File: src/rtl/issue_queue_if.sv
// Dispatch, writeback-snoop and issue signals of the issue queue, bundled so the
// queue and its neighbours share one port list.
interface issue_queue_if #(
  parameter int DEPTH         = 8,
  parameter int TAG_WIDTH     = 6,
  parameter int PAYLOAD_WIDTH = 105
);
  localparam int CNT_W = $clog2(DEPTH) + 1;

  // Dispatch handshake: an entry transfers on a clock edge where disp_valid and
  // disp_ready are both 1; disp_ready never depends on disp_valid.
  logic                     disp_valid;
  logic                     disp_ready;
  logic [PAYLOAD_WIDTH-1:0] disp_payload;
  logic [TAG_WIDTH-1:0]     disp_src1_tag;
  logic                     disp_src1_rdy;
  logic [TAG_WIDTH-1:0]     disp_src2_tag;
  logic                     disp_src2_rdy;

  logic                     wb_flag;
  logic [TAG_WIDTH-1:0]     wb_index;

  logic                     issue_valid;
  logic [PAYLOAD_WIDTH-1:0] issue_payload;
  logic [TAG_WIDTH-1:0]     issue_src1_tag;
  logic [TAG_WIDTH-1:0]     issue_src2_tag;
  logic [CNT_W-1:0]         count;
  logic                     full;

  modport slave (
    input  disp_valid, disp_payload, disp_src1_tag, disp_src1_rdy,
           disp_src2_tag, disp_src2_rdy, wb_flag, wb_index,
    output disp_ready, issue_valid, issue_payload, issue_src1_tag,
           issue_src2_tag, count, full
  );

  modport master (
    output disp_valid, disp_payload, disp_src1_tag, disp_src1_rdy,
           disp_src2_tag, disp_src2_rdy, wb_flag, wb_index,
    input  disp_ready, issue_valid, issue_payload, issue_src1_tag,
           issue_src2_tag, count, full
  );
endinterface

File: src/rtl/issue_queue.sv
// Collapsing issue queue: slot 0 is oldest, operands wake up from the writeback
// broadcast, and the oldest ready entry is registered to register-read each cycle.
module issue_queue #(
  parameter int DEPTH         = 8,
  parameter int TAG_WIDTH     = 6,
  parameter int PAYLOAD_WIDTH = 105
) (
  input  logic          CLK,
  input  logic          RESET,
  input  logic          FREEZE,
  input  logic          FLUSH,
  issue_queue_if.slave  iq
);
  localparam int CNT_W = $clog2(DEPTH) + 1;
  localparam int IDX_W = $clog2(DEPTH);

  typedef struct packed {
    logic [PAYLOAD_WIDTH-1:0] payload;
    logic [TAG_WIDTH-1:0]     src1_tag;
    logic                     src1_rdy;
    logic [TAG_WIDTH-1:0]     src2_tag;
    logic                     src2_rdy;
  } entry_t;

  entry_t                   slot_q [DEPTH];
  entry_t                   slot_d [DEPTH];
  logic [DEPTH-1:0]         valid_q, valid_d;
  logic [CNT_W-1:0]         count_q, count_d;
  logic                     issue_valid_q, issue_valid_d;
  logic [PAYLOAD_WIDTH-1:0] issue_payload_q, issue_payload_d;
  logic [TAG_WIDTH-1:0]     issue_src1_tag_q, issue_src1_tag_d;
  logic [TAG_WIDTH-1:0]     issue_src2_tag_q, issue_src2_tag_d;

  logic [DEPTH-1:0] cand;
  logic             win_found;
  logic [IDX_W-1:0] win_idx;
  logic             issue_fire;
  logic             accept;
  logic             full;
  logic             disp_ready;
  logic [CNT_W-1:0] wr_idx;
  entry_t           new_entry;

  function automatic entry_t wake(entry_t e, logic flag, logic [TAG_WIDTH-1:0] idx);
    entry_t r;
    r = e;
    if (flag && (e.src1_tag == idx)) r.src1_rdy = 1'b1;
    if (flag && (e.src2_tag == idx)) r.src2_rdy = 1'b1;
    return r;
  endfunction

  assign full       = (count_q == CNT_W'(DEPTH));
  // Conservative: a full queue refuses dispatch even if an issue frees a slot now.
  assign disp_ready = !full && !FREEZE && !FLUSH;
  assign accept     = iq.disp_valid && disp_ready;

  always_comb begin
    win_found = 1'b0;
    win_idx   = '0;
    for (int i = 0; i < DEPTH; i++) begin
      cand[i] = valid_q[i] && slot_q[i].src1_rdy && slot_q[i].src2_rdy;
    end
    for (int i = DEPTH - 1; i >= 0; i--) begin
      if (cand[i]) begin
        win_found = 1'b1;
        win_idx   = IDX_W'(i);
      end
    end
  end

  assign issue_fire = !FREEZE && !FLUSH && win_found;
  assign wr_idx     = count_q - CNT_W'(issue_fire);

  always_comb begin
    new_entry.payload  = iq.disp_payload;
    new_entry.src1_tag = iq.disp_src1_tag;
    new_entry.src1_rdy = iq.disp_src1_rdy;
    new_entry.src2_tag = iq.disp_src2_tag;
    new_entry.src2_rdy = iq.disp_src2_rdy;
  end

  always_comb begin
    valid_d          = valid_q;
    count_d          = count_q;
    issue_valid_d    = issue_valid_q;
    issue_payload_d  = issue_payload_q;
    issue_src1_tag_d = issue_src1_tag_q;
    issue_src2_tag_d = issue_src2_tag_q;
    for (int i = 0; i < DEPTH; i++) slot_d[i] = slot_q[i];

    // Compaction above the winner, with wakeup applied on the way down.
    for (int i = 0; i < DEPTH - 1; i++) begin
      if (issue_fire && (i >= int'(win_idx))) begin
        slot_d[i]  = wake(slot_q[i+1], iq.wb_flag, iq.wb_index);
        valid_d[i] = valid_q[i+1];
      end else begin
        slot_d[i]  = wake(slot_q[i], iq.wb_flag, iq.wb_index);
        valid_d[i] = valid_q[i];
      end
    end
    slot_d[DEPTH-1]  = wake(slot_q[DEPTH-1], iq.wb_flag, iq.wb_index);
    valid_d[DEPTH-1] = issue_fire ? 1'b0 : valid_q[DEPTH-1];

    if (accept) begin
      for (int i = 0; i < DEPTH; i++) begin
        if (wr_idx == CNT_W'(i)) begin
          slot_d[i]  = wake(new_entry, iq.wb_flag, iq.wb_index);
          valid_d[i] = 1'b1;
        end
      end
    end

    count_d = count_q + CNT_W'(accept) - CNT_W'(issue_fire);

    if (FLUSH) begin
      valid_d       = '0;
      count_d       = '0;
      issue_valid_d = 1'b0;
    end else if (!FREEZE) begin
      issue_valid_d = win_found;
      if (win_found) begin
        issue_payload_d  = slot_q[win_idx].payload;
        issue_src1_tag_d = slot_q[win_idx].src1_tag;
        issue_src2_tag_d = slot_q[win_idx].src2_tag;
      end
    end
  end

  always_ff @(posedge CLK or negedge RESET) begin
    if (!RESET) begin
      valid_q          <= '0;
      count_q          <= '0;
      issue_valid_q    <= 1'b0;
      issue_payload_q  <= '0;
      issue_src1_tag_q <= '0;
      issue_src2_tag_q <= '0;
      for (int i = 0; i < DEPTH; i++) slot_q[i] <= '0;
    end else begin
      valid_q          <= valid_d;
      count_q          <= count_d;
      issue_valid_q    <= issue_valid_d;
      issue_payload_q  <= issue_payload_d;
      issue_src1_tag_q <= issue_src1_tag_d;
      issue_src2_tag_q <= issue_src2_tag_d;
      for (int i = 0; i < DEPTH; i++) slot_q[i] <= slot_d[i];
    end
  end

  assign iq.disp_ready     = disp_ready;
  assign iq.full           = full;
  assign iq.count          = count_q;
  assign iq.issue_valid    = issue_valid_q;
  assign iq.issue_payload  = issue_payload_q;
  assign iq.issue_src1_tag = issue_src1_tag_q;
  assign iq.issue_src2_tag = issue_src2_tag_q;
endmodule

File: src/flat_wrapper.sv
// flat-port wrapper written by rule: the top's interface ports become plain ports
module issue_queue_flat 
#(
  parameter int DEPTH         = 8,
  parameter int TAG_WIDTH     = 6,
  parameter int PAYLOAD_WIDTH = 105
)
  (CLK, RESET, FREEZE, FLUSH, iq_disp_valid, iq_disp_payload, iq_disp_src1_tag, iq_disp_src1_rdy, iq_disp_src2_tag, iq_disp_src2_rdy, iq_wb_flag, iq_wb_index, iq_disp_ready, iq_issue_valid, iq_issue_payload, iq_issue_src1_tag, iq_issue_src2_tag, iq_count, iq_full);
  issue_queue_if #(.DEPTH(DEPTH), .TAG_WIDTH(TAG_WIDTH), .PAYLOAD_WIDTH(PAYLOAD_WIDTH)) iq_i ();
  input  logic CLK;
  input  logic RESET;
  input  logic FREEZE;
  input  logic FLUSH;
  input wire logic [$bits(iq_i.disp_valid)-1:0] iq_disp_valid;
  input wire logic [$bits(iq_i.disp_payload)-1:0] iq_disp_payload;
  input wire logic [$bits(iq_i.disp_src1_tag)-1:0] iq_disp_src1_tag;
  input wire logic [$bits(iq_i.disp_src1_rdy)-1:0] iq_disp_src1_rdy;
  input wire logic [$bits(iq_i.disp_src2_tag)-1:0] iq_disp_src2_tag;
  input wire logic [$bits(iq_i.disp_src2_rdy)-1:0] iq_disp_src2_rdy;
  input wire logic [$bits(iq_i.wb_flag)-1:0] iq_wb_flag;
  input wire logic [$bits(iq_i.wb_index)-1:0] iq_wb_index;
  output wire logic [$bits(iq_i.disp_ready)-1:0] iq_disp_ready;
  output wire logic [$bits(iq_i.issue_valid)-1:0] iq_issue_valid;
  output wire logic [$bits(iq_i.issue_payload)-1:0] iq_issue_payload;
  output wire logic [$bits(iq_i.issue_src1_tag)-1:0] iq_issue_src1_tag;
  output wire logic [$bits(iq_i.issue_src2_tag)-1:0] iq_issue_src2_tag;
  output wire logic [$bits(iq_i.count)-1:0] iq_count;
  output wire logic [$bits(iq_i.full)-1:0] iq_full;
  assign iq_i.disp_valid = iq_disp_valid;
  assign iq_i.disp_payload = iq_disp_payload;
  assign iq_i.disp_src1_tag = iq_disp_src1_tag;
  assign iq_i.disp_src1_rdy = iq_disp_src1_rdy;
  assign iq_i.disp_src2_tag = iq_disp_src2_tag;
  assign iq_i.disp_src2_rdy = iq_disp_src2_rdy;
  assign iq_i.wb_flag = iq_wb_flag;
  assign iq_i.wb_index = iq_wb_index;
  assign iq_disp_ready = iq_i.disp_ready;
  assign iq_issue_valid = iq_i.issue_valid;
  assign iq_issue_payload = iq_i.issue_payload;
  assign iq_issue_src1_tag = iq_i.issue_src1_tag;
  assign iq_issue_src2_tag = iq_i.issue_src2_tag;
  assign iq_count = iq_i.count;
  assign iq_full = iq_i.full;
  issue_queue #(.DEPTH(DEPTH), .TAG_WIDTH(TAG_WIDTH), .PAYLOAD_WIDTH(PAYLOAD_WIDTH)) u_core (.CLK(CLK), .RESET(RESET), .FREEZE(FREEZE), .FLUSH(FLUSH), .iq(iq_i));
endmodule
File: config.mk
export PLATFORM = sky130hd
export DESIGN_NAME = issue_queue_flat
export DESIGN_NICKNAME = d
export VERILOG_FILES = /design/src/rtl/issue_queue_if.sv /design/src/rtl/issue_queue.sv /design/src/flat_wrapper.sv
export SDC_FILE = /design/constraint.sdc
export NUM_CORES = 2
export LEC_CHECK = 0
export CAP_MARGIN = 20
export CORE_MARGIN = 3
export CORE_UTILIZATION = 55
export CTS_BUF_LIST = sky130_fd_sc_hd__clkbuf_2
export DETAILED_ROUTE_END_ITERATION = 8
export PLACE_DENSITY = 0.77
export SYNTH_ARGS = -nofsm -noshare
export SYNTH_HDL_FRONTEND = slang
export SYNTH_SLANG_ARGS = --single-unit
File: constraint.sdc
create_clock -name CLK -period 4.3 [get_ports CLK]
set_input_delay 0.645 -clock CLK [delete_from_list [all_inputs] [get_ports CLK]]
set_output_delay 0.645 -clock CLK [all_outputs]
set_load 0.01 [all_outputs]
==> summary.txt <==
Port-buffer cells = 254
Full die area = 107,000 µm²
CTS tree = done
Critical-path top delay cell = clkdlybuf4s50_1
CTS Buf Count = 303
CP Max Fanout = 4
Slew Viols, Final = 0
Slew @ Worst Pin = 1.09 ns
Register Area = 27,100 µm²
Top_reg_cell synth = dfrtp_1
Die X = 328 µm
Worst hold path class = in -> reg
Clock latency on the worst-skew pair = 1.57 ns
Worst-case clock buffer depth = 4
Combinational power share = 21.8%
Final-stage net count = 6,335
Global placement routability congestion = 0.868
DRC = 0
Final setup fails = 0
CP startpoint kind = register
CP top delay family = buffers and inverters
WL per Instance = 22.0 µm
Die height = 328 µm
Skew final = 0.149 ns
Critical path capture point type = output port
Int Power = 18,700 µW
Largest family of logic cells by synthesized area = multiplexers
Status = complete, no violations
Post-synthesis mux area share = 17.0%
Period utilization = 95.1%
Area leader, netlist = dfrtp_1
Fillers = 8,457
Vias per inst = 6.22
Final HPWL DP = 97,700 µm
Crit path largest cell delay = 0.65 ns
Largest net degree at the start of global routing = 165
Number of max-cap violations = 0
Sequential area share after synthesis = 47.5%
Async SR Flop Fraction = 100%
Critical path buffers and inverters = 2
Rel. slew slack = 27.4%
Clk pin slew, worst setup/hold paths = 0.11 ns
Complex-gate fraction of the synthesized area = 13.8%
Worst vdd ir = 310 µV
Unique masters post-synth = 56
Avg Cell Area, Syn = 9.48 µm²
Share of layout cells above drive strength 1 = 11.6%
Power after layout = 28,000 µW
H-tree levels = 5
Finished Cell Area = 63,800 µm²
# IOs = 255
Synth Cell Area = 57,000 µm²
Post-route insts no fill = 7,744
Clock share of power = 25.7%
Post-synthesis cell count = 6,009
Post-synth top cells = 1,176 x nand2_1, 1,082 x dfrtp_1, 828 x mux2i_1, 590 x o21ai_0, 579 x nand3_1
Leakage = 0.0264 µW
Simple-gate area share of the yosys netlist = 14.0%
Vias in the first global route = 48,500
Grt ovf = 0
Synth top area share = 47.5%
Layout area overhead = 12.1%
Top cells by area, synth = dfrtp_1 48%, mux2i_1 15%, nand2_1 7.8%
NetSw = 9320 µW
Most common cell in the netlist = nand2_1
Final TNS setup = 0 ns
Fmax achieved = 244 MHz
CP Cell Sequence = inv_1, ha_1, nor3b_2, clkdlybuf4s50_1
Root buffer cell = clkbuf_2
First-pass GRT wire length = 270,000 µm
Synth Area in XOR/XNOR = 1.71%
Yosys reg bits = 1,082
Routed via count = 48,200
1st-iter DRT viols = 4,393
Postcts setup bufs = 0
Yosys Warn Count = 0
TritonRoute pass-1 iters = 6
Placed instance area = 60,100 µm²
Sequential power share = 52.5%
Post-Synth Adder-Cell Area = 0.189%
Area of the multi-input gates = 26,800 µm²
RSZ-0062 raised after global routing = no
Global Route Usage Sum = 31.3%
Crit path kind = reg -> out
Rows = 117
Fin. Hold Viols = 0
Sw Share = 33.2%
Placed Cells incl. Taps = 7,131
Syn Nets = 6,148
Final wirelength = 171,000 µm
Initial Util = 55.7%
Number of enable flip-flop cells after synthesis = 0
Worst EP arrival = 3.45 ns
PD cells = 439 nW/µm²
Initial antenna violation count = 15
Tmin final = 4.09 ns
Core Region = 102,000 µm²
Antenna viol nets, final = 0
Crit path required time = 3.65 ns
CTS Sinks = 1,082
[kinds of logic (layout without fill, tap and decap cells)]
group,count (synthesis),count (layout)
AND/OR/NAND/NOR,1870,1870
AO/OA/AOI/OAI,1338,1338
flip-flops,1082,1082
multiplexers,954,954
buffers and inverters,646,1002
XOR/XNOR,111,111
adder cells (fa/ha/maj),8,8
other,0,11
[flip-flops by register name, indices dropped and copies added, names as in the netlist]
signal	flops
u_core.slot_q	952
u_core.iq.issue_valid	1
u_core.iq.issue_payload	105
u_core.valid_q	8
u_core.iq.issue_src1_tag	6
u_core.iq.issue_src2_tag	6
u_core.iq.count	4
[worst paths after layout]
check                           depth (start not counted)                 end                from  slack, ns
worst max-delay path                                    4             iq_full  u_core.iq.count[2]       0.21
worst min-delay path                                    6  u_core.slot_q[364]       iq_disp_valid       0.28
worst max register to register                         11   u_core.slot_q[71]   u_core.valid_q[6]       0.46
worst min register to register                          2  u_core.slot_q[458]  u_core.slot_q[339]       0.49
max in group asynchronous                               4  u_core.slot_q[782]               RESET       3.01
min in group asynchronous                               4  u_core.slot_q[681]               RESET       0.39
[layout by cell type (no fill, tap or decap), drive strengths merged, types with 26 or more instances in the layout]
cell type	netlist	final
clkbuf	341	429
nand2	1177	1177
dfrtp	1082	1082
nor2	43	43
a32oi	114	114
a21oi	238	238
nor3	26	26
clkdlybuf4s50	0	253
nand3	579	579
dlygate4sd3	0	127
o21ai	828	828
buf	298	141
mux2	126	126
xor2	73	73
clkinv	1	33
o32a	114	114
xnor2	38	38
mux2i	828	828
[final cells by class]
class | instances | share of cell area (%)
Tap cell | 1368 | 2.68
Timing Repair Buffer | 521 | 9.04
Sequential cell | 1082 | 42.4
Inverter | 7 | 0.0529
Antenna cell | 11 | 0.0431
Clock buffer | 429 | 3.36
Clock inverter | 45 | 0.474
Multi-Input combinational cell | 4281 | 41.9
[per-stage QoR]
stage          utilization (%)  hold WS, ns  setup WS, ns
2_1_floorplan                -        0.349         0.513
3_3_place_gp              58.7        0.486         0.234
3_5_place_dp              58.7        0.486         0.208
4_1_cts                   62.4       0.0436        0.0773
5_1_grt                   62.4        0.261        0.0964
6_report                  62.4        0.281         0.209
[repair_timing]
item | CTS | global route
endpoints found under the setup margin | 2 | 0
gates resized for setup | 1 | 0
hold buffers | 128 | 0
endpoints found under the hold margin | 2029 | 0
[power groups by stage]
stage	logic (µW)	clock network (µW)	registers (µW)
after CTS	6110	7360	14600
after floorplan	3540	0	14300
after detailed placement	5980	0	14800
after global placement	5740	0	14700
after global routing	6800	7870	15000
final	6120	7210	14700
[routing by layer]
layer  vias up  GRT usage (%)  wire length, µm  share of wire, %
li1      21600              -                -                 -
met2      2361           49.9            79600                47
met1     23700           41.9            70400                41
met5         -              0               46             0.027
met3       421           5.78            14300               8.4
met4         8           14.2             6080               3.6
[tightest hold or removal path, cell delays in order]
cell	delay [ns]
clkdlybuf4s50_1	0.42
inv_1	0.19
a2111oi_4	0.11
nand2_4	0.14
or2_2	0.22
a21oi_1	0.09
(Power assumes the default switching activity.)
